==> src/rtl/net_seq_pkg.sv <==
// Shared types for the conv-network layer sequencer: FSM state encoding and
// index-width helpers.
package net_seq_pkg;

  typedef enum logic [2:0] {
    StIdle     = 3'd0,
    StShiftIn  = 3'd1,
    StStartL   = 3'd2,
    StWaitL    = 3'd3,
    StCacheL   = 3'd4,
    StLatchOut = 3'd5
  } state_e;

  localparam int unsigned NLayersDefault = 3;
  localparam int unsigned LayerW         = $clog2(NLayersDefault);

  // Layer index width for an arbitrary layer count, never narrower than one bit.
  function automatic int unsigned idx_w(input int unsigned n);
    return (n < 2) ? 1 : $clog2(n);
  endfunction

endpackage

==> src/rtl/tick_sync.sv <==
// Brings the asynchronous sample clock into the clk domain and turns each of
// its rising edges into a single-cycle tick.
module tick_sync (
  input  logic clk,
  input  logic rst_n,
  input  logic async_in,
  output logic tick
);

  logic s1_q, s2_q, s3_q;

  always_ff @(posedge clk or negedge rst_n) begin
    if (!rst_n) begin
      s1_q <= 1'b0;
      s2_q <= 1'b0;
      s3_q <= 1'b0;
    end else begin
      s1_q <= async_in;
      s2_q <= s1_q;
      s3_q <= s2_q;
    end
  end

  assign tick = s2_q & ~s3_q;

endmodule

==> src/rtl/net_layer_sequencer.sv <==
// Per-sample forward-pass scheduler: shifts the input, runs each conv layer in
// turn with a timeout, clocks the activation caches and latches the output.
module net_layer_sequencer
  import net_seq_pkg::*;
#(
  parameter int unsigned N_LAYERS = 3,
  parameter int unsigned TIMEOUT  = 1023,
  parameter int unsigned CNT_W    = 16
) (
  input  logic                clk,
  input  logic                rst_n,
  input  logic                sample_clk,
  input  logic                enable,
  input  logic                clear_stats,
  output logic                lsb_shift,
  output logic [N_LAYERS-1:0] conv_start,
  input  logic [N_LAYERS-1:0] conv_done,
  output logic [N_LAYERS-2:0] cache_shift,
  output logic                out_latch,
  output logic                busy,
  output logic                err_timeout,
  output logic [CNT_W-1:0]    overrun_cnt,
  output logic [CNT_W-1:0]    pass_cycles,
  output logic [CNT_W-1:0]    max_pass_cycles
);

  localparam int unsigned LIdxW  = idx_w(N_LAYERS);
  localparam int unsigned WaitW  = $clog2(TIMEOUT + 1);
  localparam int unsigned NCache = N_LAYERS - 1;

  logic             tick;
  state_e           state_q;
  logic [LIdxW-1:0] layer_q;
  logic [WaitW-1:0] wait_q;
  logic [CNT_W-1:0] pass_cnt_q;

  logic done_ok, timeout_hit, last_layer, start_ok, drop;

  tick_sync u_tick_sync (
    .clk      (clk),
    .rst_n    (rst_n),
    .async_in (sample_clk),
    .tick     (tick)
  );

  // wait_q is zero in the first WAIT cycle, where out_v may still be stale.
  assign done_ok     = (wait_q != '0) && conv_done[layer_q];
  assign timeout_hit = (state_q == StWaitL) && !done_ok && (wait_q == WaitW'(TIMEOUT - 1));
  assign last_layer  = (layer_q == LIdxW'(N_LAYERS - 1));
  assign start_ok    = tick && enable && (state_q == StIdle);
  assign drop        = tick && enable && (state_q != StIdle);

  // Outputs are registered from the transition into each state.
  always_ff @(posedge clk or negedge rst_n) begin
    if (!rst_n) begin
      state_q     <= StIdle;
      layer_q     <= '0;
      wait_q      <= '0;
      pass_cnt_q  <= '0;
      lsb_shift   <= 1'b0;
      conv_start  <= '0;
      cache_shift <= '0;
      out_latch   <= 1'b0;
      busy        <= 1'b0;
    end else begin
      lsb_shift   <= 1'b0;
      conv_start  <= '0;
      cache_shift <= '0;
      out_latch   <= 1'b0;
      if (state_q != StIdle && pass_cnt_q != '1) begin
        pass_cnt_q <= pass_cnt_q + CNT_W'(1);
      end
      unique case (state_q)
        StIdle: begin
          if (start_ok) begin
            state_q    <= StShiftIn;
            layer_q    <= '0;
            pass_cnt_q <= CNT_W'(1);
            lsb_shift  <= 1'b1;
            busy       <= 1'b1;
          end
        end
        StShiftIn: begin
          state_q    <= StStartL;
          conv_start <= N_LAYERS'(1) << layer_q;
        end
        StStartL: begin
          state_q <= StWaitL;
          wait_q  <= '0;
        end
        StWaitL: begin
          if (done_ok) begin
            if (last_layer) begin
              state_q   <= StLatchOut;
              out_latch <= 1'b1;
            end else begin
              state_q     <= StCacheL;
              cache_shift <= NCache'(1) << layer_q;
            end
          end else if (timeout_hit) begin
            state_q <= StIdle;
            busy    <= 1'b0;
          end else begin
            wait_q <= wait_q + WaitW'(1);
          end
        end
        StCacheL: begin
          state_q    <= StStartL;
          layer_q    <= layer_q + LIdxW'(1);
          conv_start <= N_LAYERS'(1) << (layer_q + LIdxW'(1));
        end
        StLatchOut: begin
          state_q <= StIdle;
          busy    <= 1'b0;
        end
        default: begin
          state_q <= StIdle;
          busy    <= 1'b0;
        end
      endcase
    end
  end

  // Statistics; clear_stats overrides any same-cycle update except pass_cycles.
  always_ff @(posedge clk or negedge rst_n) begin
    if (!rst_n) begin
      overrun_cnt     <= '0;
      pass_cycles     <= '0;
      max_pass_cycles <= '0;
      err_timeout     <= 1'b0;
    end else begin
      if (state_q == StLatchOut) begin
        pass_cycles <= pass_cnt_q;
      end
      if (clear_stats) begin
        overrun_cnt     <= '0;
        max_pass_cycles <= '0;
        err_timeout     <= 1'b0;
      end else begin
        if (drop && overrun_cnt != '1) begin
          overrun_cnt <= overrun_cnt + CNT_W'(1);
        end
        if (state_q == StLatchOut && pass_cnt_q > max_pass_cycles) begin
          max_pass_cycles <= pass_cnt_q;
        end
        if (timeout_hit) begin
          err_timeout <= 1'b1;
        end
      end
    end
  end

endmodule
==> config.mk <==
export PLATFORM = sky130hd
export DESIGN_NAME = net_layer_sequencer
export DESIGN_NICKNAME = d
export VERILOG_FILES = /design/src/rtl/net_seq_pkg.sv /design/src/rtl/tick_sync.sv /design/src/rtl/net_layer_sequencer.sv
export SDC_FILE = /design/constraint.sdc
export NUM_CORES = 1
export LEC_CHECK = 0
export BUFFER_PORTS_ARGS = -buffer_cell sky130_fd_sc_hd__buf_2
export CORE_MARGIN = 8
export CORE_UTILIZATION = 58
export DETAILED_ROUTE_END_ITERATION = 10
export GPL_ROUTABILITY_DRIVEN = 0
export PLACE_DENSITY_LB_ADDON = 0.1
export SETUP_SLACK_MARGIN = 0.2
export SLEW_MARGIN = 20
export SYNTH_ARGS = -nofsm -noshare
export SYNTH_HDL_FRONTEND = slang
export SYNTH_SLANG_ARGS = --single-unit
==> constraint.sdc <==
create_clock -name clk -period 3 [get_ports clk]
set_input_delay 0.6 -clock clk [delete_from_list [all_inputs] [get_ports clk]]
set_output_delay 0.6 -clock clk [all_outputs]
set_load 0.05 [all_outputs]
Word level (Yosys, flattened, before mapping)

Cells that the tools add are included.

Div/mod/pow operators: 0
$add $sub $neg: 4
Multiplexer cells: 34
Equality and inequality tests: 14
Shift-type cells: 3
Reduce and logical (&&, ||, !) cells: 24
Multipliers: 0
$lt $le $gt $ge: 2
Bitwise logic cells: 3

Operators by type and width:

| kind                                                 | count |
|---|---|
| two-way mux 16 bit                                   | 7 |
| adder 16 x 1 -> 16 bit (second input constant)       | 2 |
| != test 16 bit (second input constant)               | 2 |
| two-way mux 10 bit                                   | 2 |
| case mux 10 bit (2 select lines)                     | 1 |
| > comparator 16 bit                                  | 1 |
| two-way mux 1 bit                                    | 12 |
| case mux 3 bit (4 select lines)                      | 1 |
| adder 10 x 1 -> 10 bit (second input constant)       | 1 |
| equality test 10 bit (second input constant)         | 1 |
| nonzero test 10 bit                                  | 1 |
| nonzero test 2 bit                                   | 5 |
| logical AND 1 bit                                    | 9 |
| two-way mux 3 bit                                    | 3 |
| two-way mux 2 bit                                    | 4 |
| != test 2 bit (second input constant)                | 4 |
| equality test 3 x 2 -> 1 bit (second input constant) | 2 |
| equality test 3 bit (second input constant)          | 2 |
| case mux 3 bit (2 select lines)                      | 1 |
| left shift 1 x 2 -> 3 bit (first input constant)     | 2 |
| case mux 2 bit (2 select lines)                      | 1 |
| AND reduction 2 bit                                  | 2 |
| AND reduction 4 bit                                  | 1 |
| equality test 3 x 1 -> 1 bit (second input constant) | 1 |
| other kinds (15)                                     | 16 |

Memory bits (read-only): 0
Word-level logic and storage cells: 100
Memories kept: 0
Latch bits: 0
Output and inout bits: 57
Register bits: 91
RAM bits: 0
Input bits: 8

Longest topological paths before layout

Depth in word-level cells: 9
Gate-level depth with buffers: 8
Depth with buffers taken out: 7

By module

From an unflattened synthesis, not the netlist that was laid out.

Cell total of the unflattened synthesis: 486
Area, all modules: 4951.0 um2

By module, submodules not included:

| module              | cells an instance | seq. area each (um2) | instances | area an instance (um2) |
|---|---|---|---|---|
| net_layer_sequencer | 482               | 2202.1               | 1         | 4862.2 |
| tick_sync           | 4                 | 75.1                 | 1         | 88.8 |

Worst setup path after synthesis

Ideal clock, no wire load.

Path type: reg2reg
From: reg max_pass_cycles[15]
To: reg max_pass_cycles[10]
Path slack: 0.621 ns
Buffers on the path: 1
Library setup time: 0.079 ns
Data required time: 2.921 ns
Data arrival time: 2.300 ns
Cell stages (with the launch flop): 9
Period minus slack after synthesis: 2.379 ns
Cells stage by stage: dfrtp_1 -> inv_1 -> ha_1 -> nand4_2 -> nor4_2 -> a22oi_2 -> a21oi_4 -> buf_6 -> mux2i_1

Longest elaborated chain between the ends: 3

Ends and longest elaborated chain:

| element                      | RTL line                   | text |
|---|---|---|
| start: declaration           | net_layer_sequencer.sv:24  | `output logic [CNT_W-1:0] max_pass_cycles` |
| start signal: assignment     | net_layer_sequencer.sv:144 | `max_pass_cycles <= pass_cnt_q;` |
| > comparator 16 bit          | net_layer_sequencer.sv:143 | `if (state_q == StLatchOut && pass_cnt_q > max_pass_cycles) begin` |
| logical AND 1 bit            | net_layer_sequencer.sv:143 |  |
| nonzero test 2 bit (no line) | -                          |  |

No other way between the ends.
A chain may end at the register's enable or synchronous reset.

Final worst setup path

From: reg pass_cnt_q[13]
To: reg max_pass_cycles[8]

Longest elaborated chain between the ends: 3

Ends and longest elaborated chain:

| element                      | RTL line                   | text |
|---|---|---|
| start: declaration           | net_layer_sequencer.sv:35  | `logic [CNT_W-1:0] pass_cnt_q;` |
| start signal: assignment     | net_layer_sequencer.sv:71  | `pass_cnt_q <= pass_cnt_q + CNT_W'(1);` |
| > comparator 16 bit          | net_layer_sequencer.sv:143 |  |
| logical AND 1 bit            | net_layer_sequencer.sv:143 |  |
| nonzero test 2 bit (no line) | -                          |  |

No other way between the ends.

==> impl_results.md <==
- Status: complete, no violations
- Initial DRC Count: 138
- Biggest fanout along the worst timing path: 16
- Clk sink count: 91
- Buffer cell driving the clock tree root: sky130_fd_sc_hd__clkbuf_8
- Crit-path slowest cell: sky130_fd_sc_hd__a21oi_4
- Clock-pin slew of the registers on the worst-case setup and hold paths: 0.09 ns
- Antenna cell count: 0
- Initial standard-cell utilization of the core: 60.1%
- CTS H-tree depth: 3
- Die Width: 108 µm
- Number of global-route vias before repair: 3925
- Top routing layer used: met4
- Distinct cell type count of the synthesized netlist: 53
- Smallest hold slack: 0.263 ns
- Synthesized instance count: 487
- Via total after detailed routing: 3818
- Leading cell types in the layout, fill and taps excluded: sky130_fd_sc_hd__dfrtp_1 (91), sky130_fd_sc_hd__buf_2 (63), sky130_fd_sc_hd__nand2b_1 (38)
- Wire length per cell: 16.5 µm
- TritonCTS Buffers: 9
- Worst reg2reg path depth: 6
- Crit path from: pass_cnt_q[13]
- Part of the cycle the worst path needs: 81.0%
- Crit path capture: max_pass_cycles[8]
- Reg-to-reg setup timing slack: 0.57 ns
- Clock insertion delay at the later pin of the skew report: 0.36 ns
- Net count after synthesis: 520
- Commonest register cell after synthesis: sky130_fd_sc_hd__dfrtp_1
- Sort of element at the end of the critical path: flop
- Highest cell delay on the worst timing path: 0.60 ns
- Worst R2R Start: pass_cnt_q[13]
- Gr usage total: 19.7%
- # port buffers: 64
- Start-to-end type of the worst setup path: flop to flop
- Hold WC Path Type: input port to async pin
- Syn Std Cell Area: 4960 µm²
- Total negative setup slack: 0 ns
- Net count of the finished layout: 581
- Final Setup Violations: 0
- Std-Cell Core Area: 8260 µm²
- First-pass GRT wire length: 18700 µm
- Cell-by-cell trace of the critical path: ha_1 -> nand4_2 -> nor4_2 -> a22oi_2 -> a21oi_4 -> mux2i_1
- Most common library cell in the layout ignoring fill and taps: sky130_fd_sc_hd__dfrtp_1
- Crit path required time: 3.28 ns
- Clock tree from TritonCTS: yes
- Mean instance size in the synthesized netlist: 10.2 µm²
- Post-synth EDFFs: 0
- Fin Clk Skew: 0.0122 ns
- Number of filler instances in the final layout: 709
- Antenna violations before repair: 0
- Total of hold buffers inserted after clock tree synthesis: 0
- Fin. max-slew vios: 0
- Type of element launching the critical path: flop
- HPWL after DPL: 7770 µm
- Number of iterations in the first detailed-routing pass: 5
- Wire length on met1: 4510 µm
- Vias per inst: 5.80
- Max clock buf depth: 2
- Overall routed net length: 10900 µm
- Highest achievable clock rate: 411 MHz
- Leakage power: 2.51 nW
- Headroom to the max-slew limit: 52.1%
- Least-Margin Pin Slew: 0.719 ns
- Number of cells upsized or downsized after cts: 0
- Metal3 WL: 477 µm
- Synth-to-Final Area Change: 11.8%
- Post-synthesis sequential area ratio: 45.9%
- Cell area power density: 796 nW/µm²
- Worst IR Drop VDD: 0.405 mV
- Capture point of the worst reg-to-reg path: max_pass_cycles[8]
- FFs w/ async S/R, synth: 100%
- DIE AREA: 11800 µm²
- Row Count: 33
- Pin count of the biggest net entering global routing: 92
- Number of top-level design ports: 65
- Number of buffers inserted to repair setup after CTS: 0
- Total met2 wirelength after detailed routing: 5730 µm
- Number of antenna-violating nets in the routed design: 0
- Gr ovfl total: 0
- Post-synthesis register bit count: 91
- Final critical-path required period: 2.43 ns
- Endpoint arrival time on the critical path: 2.71 ns
- Max_cap viols: 0
- Setup repair after global routing missed its margin: no
- Final-report hold violation count: 0
- Final routed DRC violation total: 0
- Syn. warnings: 0
- Die height: 108 µm
- Layout cells sized above 1: 20.6%
==> through the flow <==
step / instance area [µm²] / setup WS, ns / power [mW] / cells / utilization (%)
after global routing: 5550 / 0.314 / 4.71 / 658 / 67.2
after CTS: 5550 / 0.537 / 4.45 / 658 / 67.2
after floorplan: 4960 / 0.621 / 3.18 / 487 / -
after detailed placement: 5370 / 0.550 / 3.68 / 642 / 65.0
final: 5550 / 0.570 / 4.42 / 658 / 67.2
after global placement: 5370 / 0.680 / 3.60 / 642 / 65.0
==> final cells by class <==
| class | count | area, µm² | share of cell area, % |
|---|---|---|---|
| Inverter | 26 | 97.6 | 1.76 |
| Tap cell | 105 | 131 | 2.37 |
| Clock buffer | 11 | 141 | 2.55 |
| Multi-Input combinational cell | 351 | 2490 | 44.8 |
| Clock inverter | 5 | 38.8 | 0.699 |
| Sequential cell | 91 | 2280 | 41.1 |
| Timing Repair Buffer | 69 | 373 | 6.72 |
==> layer usage <==
metal  vias to the layer above  track usage, %
met5                         -               0
met4                         0            6.45
met3                        15            3.09
met2                        68            34.7
met1                      1893            24.0
li1                       1842               -
==> worst min path at each step <==
| stage | slack [ns] | from | to |
|---|---|---|---|
| floorplan | 0.30 | rst_n | busy |
| global placement | 0.34 | u_tick_sync.s1_q | u_tick_sync.s2_q |
| detailed placement | 0.34 | u_tick_sync.s1_q | u_tick_sync.s2_q |
| CTS | 0.29 | rst_n | max_pass_cycles[5] |
| global route | 0.31 | rst_n | pass_cycles[5] |
| finish | 0.26 | rst_n | max_pass_cycles[5] |
==> worst max-delay path, delay by kind of cell (launching register included) <==
kind                     cells  cell delay [ns]
flip-flops                   1             0.48
AND/OR/NAND/NOR              2             0.53
multiplexers                 1             0.27
adder cells (fa/ha/maj)      1             0.36
AO/OA/AOI/OAI                2             0.72
==> registers in the layout (all words and copies together) (netlist names) <==
name / flops
state_q: 3
cache_shift: 2
busy: 1
lsb_shift: 1
err_timeout: 1
conv_start: 3
overrun_cnt: 16
max_pass_cycles: 16
layer_q: 2
pass_cnt_q: 16
wait_q: 10
pass_cycles: 16
u_tick_sync.s3_q: 1
out_latch: 1
u_tick_sync.s1_q: 1
u_tick_sync.s2_q: 1
==> cell usage after synthesis (6+ instances only) <==
cell type                   n  area [µm²]
sky130_fd_sc_hd__inv_1     26        97.6
sky130_fd_sc_hd__o31ai_1    7        52.6
sky130_fd_sc_hd__mux2_2    15         169
sky130_fd_sc_hd__dfrtp_1   91        2280
sky130_fd_sc_hd__mux2i_1   23         230
sky130_fd_sc_hd__clkbuf_1   7        26.3
sky130_fd_sc_hd__or3_1     10        62.6
sky130_fd_sc_hd__nand2b_1  38         238
sky130_fd_sc_hd__nand3_1   14        70.1
sky130_fd_sc_hd__o21ai_0   19        95.1
sky130_fd_sc_hd__o211ai_1   6        45.0
sky130_fd_sc_hd__nand4_1    9        56.3
sky130_fd_sc_hd__xnor2_1    8        70.1
sky130_fd_sc_hd__xor2_1    10        87.6
sky130_fd_sc_hd__or4_1      6        45.0
sky130_fd_sc_hd__a21oi_1   24         120
sky130_fd_sc_hd__and2_1     7        43.8
sky130_fd_sc_hd__ha_1      25         313
sky130_fd_sc_hd__nor3_1     9        45.0
sky130_fd_sc_hd__nor2_1    37         139
sky130_fd_sc_hd__nand2_1   28         105
sky130_fd_sc_hd__and3_1     7        43.8
sky130_fd_sc_hd__buf_2      8        40.0
==> where the power goes <==
part	switching, mW	leakage, nW	total, mW	internal (mW)
Clock	0.445	0.0778	0.771	0.325
Combinational	1.18	1.21	1.82	0.639
Sequential	0.345	1.22	1.82	1.48
Total	1.98	2.51	4.42	2.44
==> kinds of logic (layout without fill, tap and decap cells) <==
group	count (synthesis)	count (layout)	synth area share (%)
AOI/OAI and AO/OA	82	82	11.6
DFF	91	91	45.9
adders and majority gates	25	25	6.31
xor gates and xnor gates	18	18	3.18
muxes	38	38	8.05
and+or+nand+nor	188	188	21.0
buffers and inverters	45	111	3.98
No activity file was read; power rests on OpenSTA's default activity.
